[config.mk]
export PLATFORM = sky130hd
export DESIGN_NAME = life_step_controller_flat
export DESIGN_NICKNAME = d
export VERILOG_FILES = /design/src/rtl/life_step_controller_if.sv /design/src/rtl/life_step_controller.sv /design/src/flat_wrapper.sv
export SDC_FILE = /design/constraint.sdc
export NUM_CORES = 1
export LEC_CHECK = 0
export ABC_CLOCK_PERIOD_IN_PS = 2550
export BUFFER_PORTS_ARGS = -buffer_cell sky130_fd_sc_hd__buf_2
export CORE_ASPECT_RATIO = 0.6
export CORE_MARGIN = 2
export CORE_UTILIZATION = 50
export CTS_BUF_LIST = sky130_fd_sc_hd__clkbuf_16
export DETAILED_ROUTE_END_ITERATION = 8
export PLACE_DENSITY = 0.9
export SLEW_MARGIN = 20
export SYNTH_ARGS = -nofsm -noshare
export SYNTH_HDL_FRONTEND = slang
export SYNTH_SLANG_ARGS = --single-unit
[constraint.sdc]
create_clock -name clk -period 2.55 [get_ports clk]
set_input_delay 0.1275 -clock clk [delete_from_list [all_inputs] [get_ports clk]]
set_output_delay 0.1275 -clock clk [all_outputs]
set_load 0.005 [all_outputs]
[src/rtl/life_step_controller_if.sv]
// life_step_controller_if
//   Groups the control, host-handshake and row-bank strobe signals of the
//   Conway board sequencer. Clock and reset stay plain ports on the block.
//
//   Signals (direction seen from the controller, modport slave):
//     start      in   begin a run of gen_count generations
//     gen_count  in   number of generations, sampled on an accepted start
//     stop       in   finish the current generation's commit, then end the run
//     host_req   in   host write request, held with host_row until host_gnt
//     host_row   in   target row of the host write
//     host_gnt   out  host write accepted this cycle
//     row_sel    out  row index fed to the next-row logic
//     shadow_we  out  one-hot shadow-bank write enable
//     main_we    out  main-bank write enable (one-hot host write / all-ones commit)
//     main_sel   out  main-bank data mux: 0 host data, 1 shadow rows
//     gen_left   out  generations remaining, including the current one
//     busy       out  run in progress (COMPUTE or COMMIT)
//     done       out  one-cycle pulse when a run ends
interface life_step_controller_if #(
  parameter int ROWS   = 11,
  parameter int GEN_W  = 16,
  parameter int RSEL_W = $clog2(ROWS)
);
  logic              start;
  logic [GEN_W-1:0]  gen_count;
  logic              stop;
  logic              host_req;
  logic [RSEL_W-1:0] host_row;
  logic              host_gnt;
  logic [RSEL_W-1:0] row_sel;
  logic [ROWS-1:0]   shadow_we;
  logic [ROWS-1:0]   main_we;
  logic              main_sel;
  logic [GEN_W-1:0]  gen_left;
  logic              busy;
  logic              done;

  // Requester side: drives run control and host requests.
  modport master (
    output start, gen_count, stop, host_req, host_row,
    input  host_gnt, row_sel, shadow_we, main_we, main_sel, gen_left, busy, done
  );

  // Controller side.
  modport slave (
    input  start, gen_count, stop, host_req, host_row,
    output host_gnt, row_sel, shadow_we, main_we, main_sel, gen_left, busy, done
  );
endinterface

[src/rtl/life_step_controller.sv]
// life_step_controller
//   Sequencer for the Conway board's row-register bank. It owns every write
//   enable of the main and shadow banks. In IDLE it grants the shared main-bank
//   write port to the host loader; on start it runs gen_count generations,
//   each one ROWS cycles of shadow writes (COMPUTE) followed by one cycle that
//   copies every shadow row into the main bank (COMMIT).
//
//   Ports:
//     clk    in   system clock, rising edge
//     reset  in   asynchronous active-low reset
//     bus    slave modport of life_step_controller_if (see that file)
module life_step_controller #(
  parameter int ROWS   = 11,
  parameter int GEN_W  = 16,
  parameter int RSEL_W = $clog2(ROWS)
) (
  input  logic                   clk,
  input  logic                   reset,
  life_step_controller_if.slave  bus
);

  typedef enum logic [1:0] {
    ST_IDLE    = 2'd0,
    ST_COMPUTE = 2'd1,
    ST_COMMIT  = 2'd2,
    ST_DONE    = 2'd3
  } state_t;

  localparam logic [RSEL_W-1:0] ROW_ZERO = {RSEL_W{1'b0}};
  localparam logic [RSEL_W-1:0] ROW_ONE  = {{(RSEL_W-1){1'b0}}, 1'b1};
  localparam logic [RSEL_W-1:0] ROW_LAST = RSEL_W'(ROWS - 32'd1);
  localparam logic [GEN_W-1:0]  GEN_ZERO = {GEN_W{1'b0}};
  localparam logic [GEN_W-1:0]  GEN_ONE  = {{(GEN_W-1){1'b0}}, 1'b1};

  state_t            state_r;
  state_t            next_state_s;
  logic [RSEL_W-1:0] row_cnt_r;
  logic [GEN_W-1:0]  gen_left_r;
  logic              stop_pending_r;

  logic              host_gnt_s;
  logic [RSEL_W-1:0] row_sel_s;
  logic [ROWS-1:0]   shadow_we_s;
  logic [ROWS-1:0]   main_we_s;
  logic              main_sel_s;
  logic              busy_s;
  logic              done_s;

  // Row index to one-hot enable; indices >= ROWS decode to all zeros, which
  // is what drops an out-of-range host write.
  function automatic logic [ROWS-1:0] row_onehot(input logic [RSEL_W-1:0] idx);
    logic [ROWS-1:0] vec;
    for (int i = 0; i < ROWS; i++) begin
      if (idx == RSEL_W'(i)) begin
        vec[i] = 1'b1;
      end else begin
        vec[i] = 1'b0;
      end
    end
    return vec;
  endfunction

  // State register.
  always_ff @(posedge clk or negedge reset) begin
    if (!reset) begin
      state_r <= ST_IDLE;
    end else begin
      state_r <= next_state_s;
    end
  end

  // Next-state decode. A stop seen in the COMMIT cycle itself also ends the
  // run, since stop_pending would only be set one cycle too late.
  always_comb begin
    next_state_s = state_r;
    case (state_r)
      ST_IDLE: begin
        if (bus.start) begin
          if (bus.gen_count != GEN_ZERO) begin
            next_state_s = ST_COMPUTE;
          end else begin
            next_state_s = ST_DONE;
          end
        end else begin
          next_state_s = ST_IDLE;
        end
      end
      ST_COMPUTE: begin
        if (row_cnt_r == ROW_LAST) begin
          next_state_s = ST_COMMIT;
        end else begin
          next_state_s = ST_COMPUTE;
        end
      end
      ST_COMMIT: begin
        if ((gen_left_r <= GEN_ONE) || stop_pending_r || bus.stop) begin
          next_state_s = ST_DONE;
        end else begin
          next_state_s = ST_COMPUTE;
        end
      end
      ST_DONE: begin
        next_state_s = ST_IDLE;
      end
      default: begin
        next_state_s = ST_IDLE;
      end
    endcase
  end

  // Row counter, generation counter and stop latch.
  always_ff @(posedge clk or negedge reset) begin
    if (!reset) begin
      row_cnt_r      <= ROW_ZERO;
      gen_left_r     <= GEN_ZERO;
      stop_pending_r <= 1'b0;
    end else begin
      case (state_r)
        ST_IDLE: begin
          if (bus.start && (bus.gen_count != GEN_ZERO)) begin
            gen_left_r     <= bus.gen_count;
            row_cnt_r      <= ROW_ZERO;
            stop_pending_r <= 1'b0;
          end
        end
        ST_COMPUTE: begin
          if (row_cnt_r == ROW_LAST) begin
            row_cnt_r <= ROW_ZERO;
          end else begin
            row_cnt_r <= row_cnt_r + ROW_ONE;
          end
          if (bus.stop) begin
            stop_pending_r <= 1'b1;
          end
        end
        ST_COMMIT: begin
          // Guarded so the count can never wrap below zero.
          if (gen_left_r != GEN_ZERO) begin
            gen_left_r <= gen_left_r - GEN_ONE;
          end
          if (bus.stop) begin
            stop_pending_r <= 1'b1;
          end
        end
        ST_DONE: begin
          stop_pending_r <= 1'b0;
        end
        default: begin
          row_cnt_r      <= ROW_ZERO;
          stop_pending_r <= 1'b0;
        end
      endcase
    end
  end

  // Output decode. The host grant is gated by reset so every output reads
  // zero while reset is held, even with a request pending.
  always_comb begin
    host_gnt_s  = 1'b0;
    row_sel_s   = ROW_ZERO;
    shadow_we_s = {ROWS{1'b0}};
    main_we_s   = {ROWS{1'b0}};
    main_sel_s  = 1'b0;
    busy_s      = 1'b0;
    done_s      = 1'b0;
    case (state_r)
      ST_IDLE: begin
        // start wins over a host request arriving in the same cycle.
        if (reset && bus.host_req && !bus.start) begin
          host_gnt_s = 1'b1;
          main_we_s  = row_onehot(bus.host_row);
        end else begin
          host_gnt_s = 1'b0;
          main_we_s  = {ROWS{1'b0}};
        end
      end
      ST_COMPUTE: begin
        row_sel_s   = row_cnt_r;
        shadow_we_s = row_onehot(row_cnt_r);
        busy_s      = 1'b1;
      end
      ST_COMMIT: begin
        main_we_s  = {ROWS{1'b1}};
        main_sel_s = 1'b1;
        busy_s     = 1'b1;
      end
      ST_DONE: begin
        done_s = 1'b1;
      end
      default: begin
        done_s = 1'b0;
      end
    endcase
  end

  assign bus.host_gnt  = host_gnt_s;
  assign bus.row_sel   = row_sel_s;
  assign bus.shadow_we = shadow_we_s;
  assign bus.main_we   = main_we_s;
  assign bus.main_sel  = main_sel_s;
  assign bus.gen_left  = gen_left_r;
  assign bus.busy      = busy_s;
  assign bus.done      = done_s;

endmodule
[src/flat_wrapper.sv]
// flat-port wrapper written by rule: the top's interface ports become plain ports
module life_step_controller_flat 
#(
  parameter int ROWS   = 11,
  parameter int GEN_W  = 16,
  parameter int RSEL_W = $clog2(ROWS)
)
  (clk, reset, bus_start, bus_gen_count, bus_stop, bus_host_req, bus_host_row, bus_host_gnt, bus_row_sel, bus_shadow_we, bus_main_we, bus_main_sel, bus_gen_left, bus_busy, bus_done);
  life_step_controller_if #(.ROWS(ROWS), .GEN_W(GEN_W), .RSEL_W(RSEL_W)) bus_i ();
  input  logic clk;
  input  logic reset;
  input wire logic [$bits(bus_i.start)-1:0] bus_start;
  input wire logic [$bits(bus_i.gen_count)-1:0] bus_gen_count;
  input wire logic [$bits(bus_i.stop)-1:0] bus_stop;
  input wire logic [$bits(bus_i.host_req)-1:0] bus_host_req;
  input wire logic [$bits(bus_i.host_row)-1:0] bus_host_row;
  output wire logic [$bits(bus_i.host_gnt)-1:0] bus_host_gnt;
  output wire logic [$bits(bus_i.row_sel)-1:0] bus_row_sel;
  output wire logic [$bits(bus_i.shadow_we)-1:0] bus_shadow_we;
  output wire logic [$bits(bus_i.main_we)-1:0] bus_main_we;
  output wire logic [$bits(bus_i.main_sel)-1:0] bus_main_sel;
  output wire logic [$bits(bus_i.gen_left)-1:0] bus_gen_left;
  output wire logic [$bits(bus_i.busy)-1:0] bus_busy;
  output wire logic [$bits(bus_i.done)-1:0] bus_done;
  assign bus_i.start = bus_start;
  assign bus_i.gen_count = bus_gen_count;
  assign bus_i.stop = bus_stop;
  assign bus_i.host_req = bus_host_req;
  assign bus_i.host_row = bus_host_row;
  assign bus_host_gnt = bus_i.host_gnt;
  assign bus_row_sel = bus_i.row_sel;
  assign bus_shadow_we = bus_i.shadow_we;
  assign bus_main_we = bus_i.main_we;
  assign bus_main_sel = bus_i.main_sel;
  assign bus_gen_left = bus_i.gen_left;
  assign bus_busy = bus_i.busy;
  assign bus_done = bus_i.done;
  life_step_controller #(.ROWS(ROWS), .GEN_W(GEN_W), .RSEL_W(RSEL_W)) u_core (.clk(clk), .reset(reset), .bus(bus_i));
endmodule
==> results.yml <==
outcome:
  status: "finished clean"
layout:
  diodes: 0
  drive_gt1_share_pct: 31.4
  multi_input_area_sq_um: 1170
  layout.nets: 339
  num-fill-cells: 310
  regArea_sq_um: 576
  area_growth_pct: 25.7
worst_setup_path:
  r2r-end: "u_core.bus.gen_left[12]$_DFFE_PN0P_"
  endpoint_kind: "flop"
  critPathMaxFanout: 18
  critPathBufInv: 2
  reg2reg_depth: 8
  path_delay_family: "simple AND/OR/NAND/NOR gates"
  cp.arrival_ps: 2490
  r2r_start: "u_core.state_r[0]$_DFF_PN0_"
  r2r_setup_slack_ps: 190
  critPathLaunchType: "flop"
  slowest_stage: "dfrtp_1"
  cp_slowest_stage_delay_ps: 400
  path_cells: "inv_1, ha_2, nor4b_2, nand4_1, o21ai_1, buf_4, nor2_1, a222oi_1"
  cp_data_required_time_ps: 2690
  startpoint: "u_core.state_r[0]$_DFF_PN0_"
  critPathKind: "reg -> reg"
global_route:
  gr-total-overflow: 0
  grt.total_usage_pct: 26.5
  grt_start_max_net_pins: 41
  grt_pass1_vias: 1915
  antenna_found_initial: 0
  grt_pass1_wl_microns: 9200
route:
  drc_errors: 0
  drtIter0Drc: 257
  num_vias: 2179
  drt_pass1_iterations: 8
  wire_per_inst_microns: 16.0
  postRouteAntennaNets: 0
  wirelength_microns: 5650
  viasPerCell: 6.17
synthesis:
  synth_area_sq_um: 1920
  synth-warning-count: 0
  syn-num-nets: 269
  synth-seq-cells: 23
  netlist_instances: 237
  yosysTopAreaCellShare_pct: 30.0
  synth_cell_type_count: 49
  ys_top_cells_by_area: "dfrtp_1 (30%), inv_1 (5.5%), ha_1 (4.6%), a21o_1 (4.3%), nor3_1 (3.9%)"
  synth_area_leader_cell: "dfrtp_1"
  syn_avg_cell_area_sq_um: 8.09
  seq_area_frac_synth_pct: 30.0
sta:
  timing.final.crit_share_pct: 92.5
  worstMarginPinSlew_ps: 694
  fin_crit_ps: 2360
  tns_ps: 0
  skew_ps: 3.21
  maxSlewHeadroom_pct: 53.4
  fmax_ghz: 0.424
  finalWorstSetupSlack_ps: 190
  finalHoldViolations: 0
  setup_viol: 0
  finalMaxSlewViolations: 0
hold_path:
  min_path_type: "in -> reg"
  min_path_cells: 3
  min_from: "bus_gen_count[5]"
  hold_path_end: "u_core.bus.gen_left[5]$_DFFE_PN0P_"
die:
  die-area_sq_um: 4360
  die_w_microns: 83.9
  design.core.area_sq_um: 3680
  fp.dieH_microns: 52.0
  ios: 71
  initial_core_util_pct: 52.1
  rows: 17
clocking:
  path_clk_slew_ps: 60
  numCtsBuffers: 3
  cts_tree: "built"
  cts_root_buf: "clkbuf_16"
  cts.sinks: 23
  clock_latency_ps: 260
  htreeDepth: 1
  clockBufferDepth: 2
placement:
  pre_cts_ws_ps: 45.5
  portBuffers: 70
  hpwl_microns: 4290
  gp_congestion: 0.886
pwr:
  p_total_w: 0.00226
  leakagePower_nw: 1.27
  p_per_area_nw_per_um2: 940
  ir_worst_vdd_mv: 0.449
job:
  drv_cap: 0
[what timing repair did]
action                                 CTS  global route
buffers inserted                         0             0
setup endpoints to repair                0            27
endpoints found under the hold margin   23             0
resized for setup                        0             4
hold buffers                             1             0
[worst max-delay path by stage]
| stage | to | slack (ps) | cells past startpoint |
|---|---|---|---|
| 2_1_floorplan | u_core.bus.gen_left[1]$_DFFE_PN0P_ | 380 | 7 |
| 3_3_place_gp | u_core.bus.gen_left[12]$_DFFE_PN0P_ | 260 | 8 |
| 3_5_place_dp | u_core.bus.gen_left[12]$_DFFE_PN0P_ | 50 | 8 |
| 4_1_cts | u_core.bus.gen_left[12]$_DFFE_PN0P_ | 30 | 8 |
| 5_1_grt | u_core.bus.gen_left[12]$_DFFE_PN0P_ | -6 | 8 |
| 6_report | u_core.bus.gen_left[12]$_DFFE_PN0P_ | 190 | 8 |
[stage by stage]
stage	cells	area [sq um]	hold WS [ps]	utilization, %
3_3_place_gp	348	2300	199	62.6
6_report	353	2410	128	65.5
3_5_place_dp	348	2300	203	62.6
5_1_grt	353	2410	147	65.5
4_1_cts	353	2390	125	65.0
2_1_floorplan	237	1920	-168	-
[layout make-up]
| type | instances | share of cell area, % |
|---|---|---|
| Timing Repair Buffer | 79 | 17.4 |
| Inverter | 28 | 4.36 |
| Sequential cell | 23 | 23.9 |
| Clock buffer | 3 | 3.12 |
| Clock inverter | 1 | 0.156 |
| Tap cell | 47 | 2.44 |
| Multi-Input combinational cell | 172 | 48.6 |
[worst min-delay path, cell delays in order]
cell      delay (ps)
buf_2            100
inv_1             50
a222oi_1          60
[synth_stat cells (all sizes together)]
library cell,number
a41oi,1
dlygate4sd1,1
nand3,2
inv,28
a21o,11
nand3b,1
dfrtp,23
o21ai,15
and2,4
nand2b,6
o32ai,1
a41o,1
nor3b,4
nor4,11
buf,6
mux2i,5
a2111oi,2
or3,3
a211oi,1
a21oi,7
a221oi,6
a31o,2
a222oi,6
nor2,17
nor3,15
or4,4
xnor2,1
ha,7
nor2b,3
a221o,1
nor4bb,1
or2,6
o31a,1
or3b,1
nand2,13
and4,1
nand4,2
a21boi,1
nor4b,2
a211o,1
o31ai,4
clkbuf,7
o2111ai,2
[cell usage in the layout (no fill, tap or decap), drive strengths merged, types with 7 or more instances in the layout]
cell / count
a21o: 11
a21oi: 7
buf: 78
dfrtp: 23
ha: 7
inv: 29
nand2: 13
nor2: 17
nor3: 15
nor4: 11
o21ai: 15
[where the power goes]
part / switching [W] / internal [W]
registers: 0.000251 / 0.000531
logic: 0.000610 / 0.000531
clock network: 0.000132 / 0.000210
total: 0.000993 / 0.00127
[sequential cells by signal (all words and copies together), names as in the netlist]
register and cells:
u_core.bus.gen_left 16, u_core.row_cnt_r 4, u_core.stop_pending_r 1, u_core.state_r 2
[logic make-up after synthesis]
| group | Yosys count | synth area share [%] |
|---|---|---|
| and+or+nand+nor | 96 | 28.6 |
| AOI/OAI and AO/OA | 63 | 23.9 |
| buffers and inverters | 42 | 9.86 |
| DFF | 23 | 30.0 |
| adders and majority gates | 7 | 4.57 |
| muxes | 5 | 2.61 |
| xor gates and xnor gates | 1 | 0.457 |
[routing by layer]
layer	global-route usage [%]	wire (microns)
met1	37.7	2460
met2	40.0	2350
met3	8.57	780
met4	4.84	51
met5	0	0
No activity file was read; power rests on OpenSTA's default activity.
